**src/rtl/temp_pkg.sv**
```systemverilog
// Shared definitions for the temperature comparison datapath: flag bit
// positions, temperature field type, warm-up FSM states and filter width.
package temp_pkg;

  localparam int FLG_HEAT  = 0;
  localparam int FLG_COOL  = 1;
  localparam int FLG_HDONE = 2;
  localparam int FLG_CDONE = 3;

  localparam int CNT_W = 4;

  typedef logic [6:0] temp_t;

  typedef enum logic {WARMUP, RUN} state_t;

endpackage

```
**src/rtl/flag_filter.sv**
```systemverilog
// Persistence filter for one comparison flag: a saturating run-length
// counter plus the qualified output register.
module flag_filter
  import temp_pkg::*;
#(
  parameter int FILTER_LEN = 3
) (
  input  logic clk,
  input  logic reset,
  input  logic upd,
  input  logic raw,
  output logic flag
);

  localparam logic [CNT_W-1:0] LEN     = CNT_W'(FILTER_LEN);
  localparam logic [CNT_W-1:0] CNT_MAX = '1;

  function automatic logic [CNT_W-1:0] sat_inc(input logic [CNT_W-1:0] c);
    return (c == CNT_MAX) ? c : c + CNT_W'(1);
  endfunction

  logic [CNT_W-1:0] cnt_p1;
  logic [CNT_W-1:0] cnt_inc;

  assign cnt_inc = sat_inc(cnt_p1);

  // filter stage: the update that reaches LEN also asserts the flag
  always_ff @(posedge clk or posedge reset) begin
    if (reset) begin
      cnt_p1 <= '0;
      flag   <= 1'b0;
    end else if (upd) begin
      if (raw) begin
        cnt_p1 <= cnt_inc;
        flag   <= (cnt_inc >= LEN);
      end else begin
        cnt_p1 <= '0;
        flag   <= 1'b0;
      end
    end
  end

endmodule

```
**src/rtl/temp_datapath.sv**
```systemverilog
// Temperature comparison datapath: capture, bound compare, per-flag
// persistence filter and warm-up FSM. Optional troom averaging: TEMP_DP_AVG_EN.
module temp_datapath
  import temp_pkg::*;
#(
  parameter int FILTER_LEN = 3,
  parameter int TW         = 7
) (
  input  logic          clk,
  input  logic          reset,
  input  logic          sample_en,
  input  logic [TW-1:0] datapath_in1,
  input  logic [TW-1:0] datapath_in2,
  input  logic [TW-1:0] datapath_in3,
  output logic [3:0]    datapath_out,
  output logic          valid
);

`ifdef TEMP_DP_AVG_EN
  localparam int WARM_LEN = (FILTER_LEN > 4) ? FILTER_LEN : 4;
`else
  localparam int WARM_LEN = FILTER_LEN;
`endif
  localparam logic [CNT_W-1:0] WARM_CNT = CNT_W'(WARM_LEN);

  logic [TW-1:0] tref_p0;
  logic [TW-1:0] dt_p0;
  logic [TW-1:0] troom_eff;
  logic          smp_d;

`ifdef TEMP_DP_AVG_EN
  logic [TW-1:0] hist_p0 [4];

  function automatic logic [TW-1:0] avg4(input logic [TW-1:0] a, input logic [TW-1:0] b,
                                         input logic [TW-1:0] c, input logic [TW-1:0] d);
    logic [TW+1:0] s;
    s = (TW+2)'(a) + (TW+2)'(b) + (TW+2)'(c) + (TW+2)'(d);
    return TW'(s >> 2);
  endfunction
`else
  logic [TW-1:0] troom_p0;
`endif

  // stage 1: capture on strobe
  always_ff @(posedge clk or posedge reset) begin
    if (reset) begin
      smp_d   <= 1'b0;
      tref_p0 <= '0;
      dt_p0   <= '0;
`ifdef TEMP_DP_AVG_EN
      for (int i = 0; i < 4; i++) hist_p0[i] <= '0;
`else
      troom_p0 <= '0;
`endif
    end else begin
      smp_d <= sample_en;
      if (sample_en) begin
        tref_p0 <= datapath_in2;
        dt_p0   <= datapath_in3;
`ifdef TEMP_DP_AVG_EN
        hist_p0[0] <= datapath_in1;
        for (int i = 1; i < 4; i++) hist_p0[i] <= hist_p0[i-1];
`else
        troom_p0 <= datapath_in1;
`endif
      end
    end
  end

`ifdef TEMP_DP_AVG_EN
  assign troom_eff = avg4(hist_p0[0], hist_p0[1], hist_p0[2], hist_p0[3]);
`else
  assign troom_eff = troom_p0;
`endif

  // stage 2: widened bounds so neither side can wrap
  logic        [TW:0]   upper;
  logic signed [TW+1:0] lower;
  logic        [3:0]    raw;
  logic        [3:0]    flags;

  assign upper = {1'b0, tref_p0} + {1'b0, dt_p0};
  assign lower = $signed({2'b00, tref_p0}) - $signed({2'b00, dt_p0});

  assign raw[FLG_HEAT]  = $signed({2'b00, troom_eff}) < lower;
  assign raw[FLG_COOL]  = {1'b0, troom_eff} > upper;
  assign raw[FLG_HDONE] = troom_eff >= tref_p0;
  assign raw[FLG_CDONE] = troom_eff <= tref_p0;

  for (genvar g = 0; g < 4; g++) begin : g_filt
    flag_filter #(.FILTER_LEN(FILTER_LEN)) u_filt (
      .clk   (clk),
      .reset (reset),
      .upd   (smp_d),
      .raw   (raw[g]),
      .flag  (flags[g])
    );
  end

  state_t           state;
  logic [CNT_W-1:0] wcnt;

  always_ff @(posedge clk or posedge reset) begin
    if (reset) begin
      state <= WARMUP;
      wcnt  <= '0;
      valid <= 1'b0;
    end else begin
      case (state)
        WARMUP: if (smp_d) begin
          wcnt <= wcnt + CNT_W'(1);
          if (wcnt + CNT_W'(1) == WARM_CNT) begin
            state <= RUN;
            valid <= 1'b1;
          end
        end
        RUN: valid <= 1'b1;
      endcase
    end
  end

  assign datapath_out = valid ? flags : 4'b0000;

endmodule

```
**config.mk**
```make
export PLATFORM = sky130hd
export DESIGN_NAME = temp_datapath
export DESIGN_NICKNAME = d
export VERILOG_FILES = /design/src/rtl/temp_pkg.sv /design/src/rtl/flag_filter.sv /design/src/rtl/temp_datapath.sv
export SDC_FILE = /design/constraint.sdc
export NUM_CORES = 1
export LEC_CHECK = 0
export CORE_ASPECT_RATIO = 1.5
export CORE_MARGIN = 8
export CORE_UTILIZATION = 35
export DETAILED_ROUTE_END_ITERATION = 8
export SLEW_MARGIN = 20
export SYNTH_ARGS = -nofsm -noshare
export SYNTH_HDL_FRONTEND = slang
export SYNTH_HIERARCHICAL = 1
export SYNTH_SLANG_ARGS = --single-unit
```
**constraint.sdc**
```tcl
create_clock -name clk -period 5.12 [get_ports clk]
set_clock_uncertainty 0.15 [all_clocks]
set_input_delay 1.024 -clock clk [delete_from_list [all_inputs] [get_ports clk]]
set_output_delay 1.024 -clock clk [all_outputs]
set_load 0.03 [all_outputs]
```
Word level (Yosys, flattened, before mapping)
Index checks and enable logic that the tools add are counted.
- $add $sub $neg: 7
- multipliers: 0
- div/mod/pow operators: 0
- $lt $le $gt $ge: 8
- equality and inequality tests: 7
- shift operators: 0
- mux-type cells: 19
- bitwise operators: 1
- reduce and logical (&&, ||, !) cells: 2
- operators by type and width (cell ; number):
    4-bit two-way mux ; 9
    4-bit by 1-bit adder with 4-bit output, second input constant ; 5
    4-bit == test, second input constant ; 4
    4-bit by 2-bit greater-or-equal comparator with 1-bit output, second input constant ; 4
    1-bit two-way mux ; 9
    7-bit by 7-bit adder with 8-bit output ; 1
    7-bit by 8-bit > comparator with 1-bit output ; 1
    8-bit less-than comparator ; 1
    7-bit by 7-bit subtractor with 8-bit output ; 1
    7-bit greater-or-equal comparator ; 1
    7-bit less-or-equal comparator ; 1
    4-bit by 2-bit == test with 1-bit output, second input constant ; 1
    2-bit inequality test, second input constant ; 2
    2-bit AND reduction ; 2
    1-bit one-hot mux with 2 select lines ; 1
    1-bit NOT ; 1
- bits in registers: 48
- bits in latches: 0
- memory bits (writable): 0
- memory bits (read-only): 0
- input port bits: 24
- output and inout port bits: 5
- memories: 0

Longest topological paths before layout
- depth after elaboration: 5
- gate-level depth with buffers: 15
- depth with buffers taken out: 15

Modules after synthesis
The synthesis kept the hierarchy.
- modules (own cells, without submodules) (module ; times used ; cells each ; area an instance (um2)):
    temp_datapath ; 1 ; 235 ; 2180.8
    flag_filter ; 4 ; 29 ; 276.5

Worst setup path after synthesis
No wires, ideal clock.
- path type: register -> register
- start: reg tref_p0[0]
- end: reg g_filt[1].u_filt.cnt_p1[0]
- setup time: 125 ps
- arrival time: 2992 ps
- data required time: 4845 ps
- setup slack: 1853 ps
- stages on the path, launching flop included: 15
- path buffers: 0
- period minus slack after synthesis: 3267 ps
- cell sequence: dfrtp_1 > ha_1 > fa_1 > nor2b_1 > o21ai_0 > nand2b_1 > xnor2_1 > ha_1 > a21oi_1 > nand2_1 > a2111oi_0 > a2111oi_2 > nand2_1 > o21ai_0 > mux2_2
- word-level cells in the longest chain between the ends: 3
- ends and longest elaborated chain (element ; line ; source):
    start, declared ; temp_datapath.sv:26 ; logic [TW-1:0] tref_p0;
    start signal, assigned ; temp_datapath.sv:58 ; tref_p0 <= datapath_in2;
    7-bit by 7-bit adder with 8-bit output ; temp_datapath.sv:82 ; assign upper = {1'b0, tref_p0} + {1'b0, dt_p0};
    7-bit by 8-bit > comparator with 1-bit output ; temp_datapath.sv:86 ; assign raw[FLG_COOL] = {1'b0, troom_eff} > upper;
    via raw[1] ; temp_datapath.sv:79 ; logic [3:0] raw;
    4-bit two-way mux ; flag_filter.sv:33 ; if (raw) begin
    end signal, assigned ; flag_filter.sv:34 ; cnt_p1 <= cnt_inc;
    end, declared ; flag_filter.sv:22 ; logic [CNT_W-1:0] cnt_p1;
The timed path passes the listed nets, and every way through them passes these cells.
A chain may end at the register's enable or synchronous reset.

Final worst setup path
Same ends and word-level chain as after synthesis.

==> impl_metrics.csv <==
group,metric,value,unit
status,status,"completed",
logic_synthesis,yosysWarnings,6,
pwr,leakage,1.71,nW
worst_setup_path,critPathLaunch,"tref_p0[0]",
clock_network,post_cts_buffers,0,
run,maxCapViolCount,0,
sta,drv_slew,0,
worst_setup_path,cp_cell_sequence,"ha_1 -> fa_1 -> nor2b_1 -> o21ai_0 -> nand2b_1 -> xnor2_1 -> ha_1 -> a21oi_1 -> nand2_1 -> a2111oi_0 -> a2111oi_2 -> nand2_1 -> o21ai_0 -> mux2_2",
grt,grt.overflow.total,0,
logic_synthesis,ys_types,51,
clock_network,clkSinkCount,48,
placed_design,dpl_cell_area,3680,um^2
placed_design,gp_congestion,0.915,
sta,worst_slew_pin_slew,0.969,ns
grt,grt_use_total,0.120,
clock_network,path_clk_slew,0.06,ns
pwr,p_int,0.868,mW
floorplanning,die-area,12800,um^2
layout,diodes,0,
clock_network,cts-buffers-inserted,5,
worst_setup_path,critPathMaxStageDelay,0.52,ns
logic_synthesis,synth-edff-count,0,
floorplanning,io_pins,29,
layout,finish.instance_area,3810,um^2
pwr,p_per_area,349,nW/um^2
layout,final_nets,446,
placed_design,hpwl,5.74,mm
pwr,worst_ir_drop_vdd,0.175,mV
sta,finalCritPeriodShare,0.693,
clock_network,cts-root-buf,"clkbuf_16",
drt,ant_nets,0,
logic_synthesis,ys_seq_elements,48,
layout,layout_common_cells,"dfrtp_1, nand2_1, ha_1, inv_1, o21ai_0",
pwr,switching_share,0.347,
floorplanning,fp-row-count,43,
logic_synthesis,synth_top_area_share,0.365,
clock_network,worstSkewPairLatency,0.28,ns
worst_setup_path,crit_slowest_cell,"a2111oi_0",
pwr,switchingPower,0.460,mW
sta,maxSlewHeadroom,0.354,
clock_network,clock_path_buffers,2,
logic_synthesis,synth_area,3290,um^2
pwr,power_frac_comb,0.375,
logic_synthesis,synthArstFlopShare,1.00,
floorplanning,die_h,135,um
placed_design,post-place-ws,1.64,ns
worst_setup_path,worstSetupPathType,"register to register",
grt,grt_pass1_wl,12.2,mm
worst_setup_path,cp-start-kind,"register",
logic_synthesis,syn_inst,351,
drt,first_iter_violations,130,
floorplanning,start_util,0.357,
layout,final_cells,492,
worst_setup_path,r2r_end,"g_filt[1].u_filt/cnt_p1[0]",
sta,finalHoldViolCount,0,
grt,grt_pass1_vias,2645,
sta,fmax,0.282,GHz
worst_hold_path,hp-class,"register to register",
worst_hold_path,worstHoldEndpoint,"wcnt[3]",
clock_network,cts_resized,0,
logic_synthesis,syn_area_per_cell,9.36,um^2
clock_network,holdBufCountCts,0,
logic_synthesis,ys.flop_type,"dfrtp_1",
clock_network,cts_tree,"yes",
pwr,power.share.sequential,0.395,
sta,whs,0.346,ns
layout,drive_gt1_frac,0.0868,
placed_design,place_inst,485,
grt,grt_max_degree,37,
floorplanning,coreArea,9200,um^2
drt,route.vias.total,2569,
worst_setup_path,cp-end-kind,"register",
pwr,clockPowerShare,0.230,
logic_synthesis,synth_area_leader_cell,"dfrtp_1",
logic_synthesis,synthTopCellsByArea,"dfrtp_1, ha_1, nand2_1, o21ai_0, inv_1",
floorplanning,die_x,95.1,um
clock_network,htreeDepth,2,
layout,final_common_cell,"dfrtp_1",
grt,antenna_found_initial,0,
worst_setup_path,crit_required,5.14,ns
worst_setup_path,r2r_slack,1.57,ns
sta,fin_setup_tns,0,ns
worst_hold_path,hold_depth,1,
worst_setup_path,cp.arrival,3.57,ns
worst_setup_path,worstRegToRegCells,14,
worst_setup_path,rr_startpoint,"tref_p0[0]",
drt,vias_per_cell,5.22,
worst_setup_path,critPathMaxFanout,4,
drt,drt_wl_total,7.14,mm
drt,wl_per_cell,14.5,um
logic_synthesis,syn_nets,417,
pwr,p_total,1.33,mW
sta,fin_crit,3.55,ns
layout,final_util,0.414,
layout,syn2layout_area_growth,15.9,%
drt,drc,0,
sta,finalSetupViolations,0,
placed_design,io_buffers,28,
sta,worst_slack,1.57,ns
logic_synthesis,ys_seq_area_frac,0.365,
sta,rsz0062_at_grt,"no",
worst_hold_path,hold_path.startpoint,"wcnt[3]",
drt,dr.pass1.iters,4,
==> worst max-delay path by stage <==
stage | cells after the start | slack (ns) | to
after floorplan | 14 | 1.85 | g_filt[1].u_filt/cnt_p1[0]
after detailed placement | 13 | 1.64 | g_filt[1].u_filt/cnt_p1[1]
after global routing | 14 | 1.14 | g_filt[1].u_filt/cnt_p1[0]
after CTS | 14 | 1.59 | g_filt[1].u_filt/cnt_p1[0]
after global placement | 14 | 1.69 | g_filt[1].u_filt/cnt_p1[0]
final | 14 | 1.57 | g_filt[1].u_filt/cnt_p1[0]
==> layer usage <==
metal	global-route usage	share of wire	wire length (um)	vias to the layer above
met4	0.0706	0.047	338	0
met3	0.0239	0.036	256	21
met5	0	0	0	-
met1	0.129	0.41	2910	1201
met2	0.208	0.51	3630	55
li1	-	-	-	1292
==> Yosys cell counts (all sizes together), types with 5 or more instances <==
cell	instances
dfrtp	48
nand2	42
ha	40
inv	35
o21ai	31
a21oi	29
nand2b	13
mux2	11
nor2	11
and2	9
xnor2	9
o31ai	6
buf	5
nand3b	5
==> flip-flops by register name, summed over array words and instances, names as in the netlist, 4 cells and up <==
| name | cells |
|---|---|
| g_filt.u_filt/cnt_p1 | 16 |
| tref_p0 | 7 |
| wcnt | 4 |
| troom_eff | 7 |
| g_filt.u_filt/flag | 4 |
| dt_p0 | 7 |
==> power groups by stage <==
stage                     sequential (mW)  clock [mW]  combinational, mW
after floorplan                     0.510           0              0.387
after global placement              0.530           0              0.490
after detailed placement            0.532           0              0.497
after CTS                           0.526       0.321              0.501
after global routing                0.538       0.335              0.569
final                               0.525       0.306              0.498
==> cell type report <==
type | count | area (um^2)
fillers | 930 | 5390
multi-input cells | 260 | 1920
flip-flops and latches | 48 | 1200
repair buffers | 29 | 283
well taps | 112 | 140
inverters | 36 | 135
clock buffers | 6 | 129
clock inverters | 1 | 5.00
==> cells by family (layout without fill, tap and decap cells) <==
logic type,Yosys count,count (layout),share of synthesized area
simple gates,99,99,0.153
flops,48,48,0.365
mux,11,11,0.0377
buf+inv,43,72,0.0514
fa+ha+maj,42,42,0.164
xor+xnor,12,12,0.0320
compound gates,96,96,0.196
==> worst max-delay path: cells and delay by family (launching register included) <==
kind / cells / cell delay [ns]
adder cells (fa/ha/maj): 3 / 0.95
XOR/XNOR: 1 / 0.17
flip-flops: 1 / 0.41
AND/OR/NAND/NOR: 4 / 0.40
multiplexers: 1 / 0.32
AO/OA/AOI/OAI: 5 / 1.03
Power figures use the tool's default switching activity.
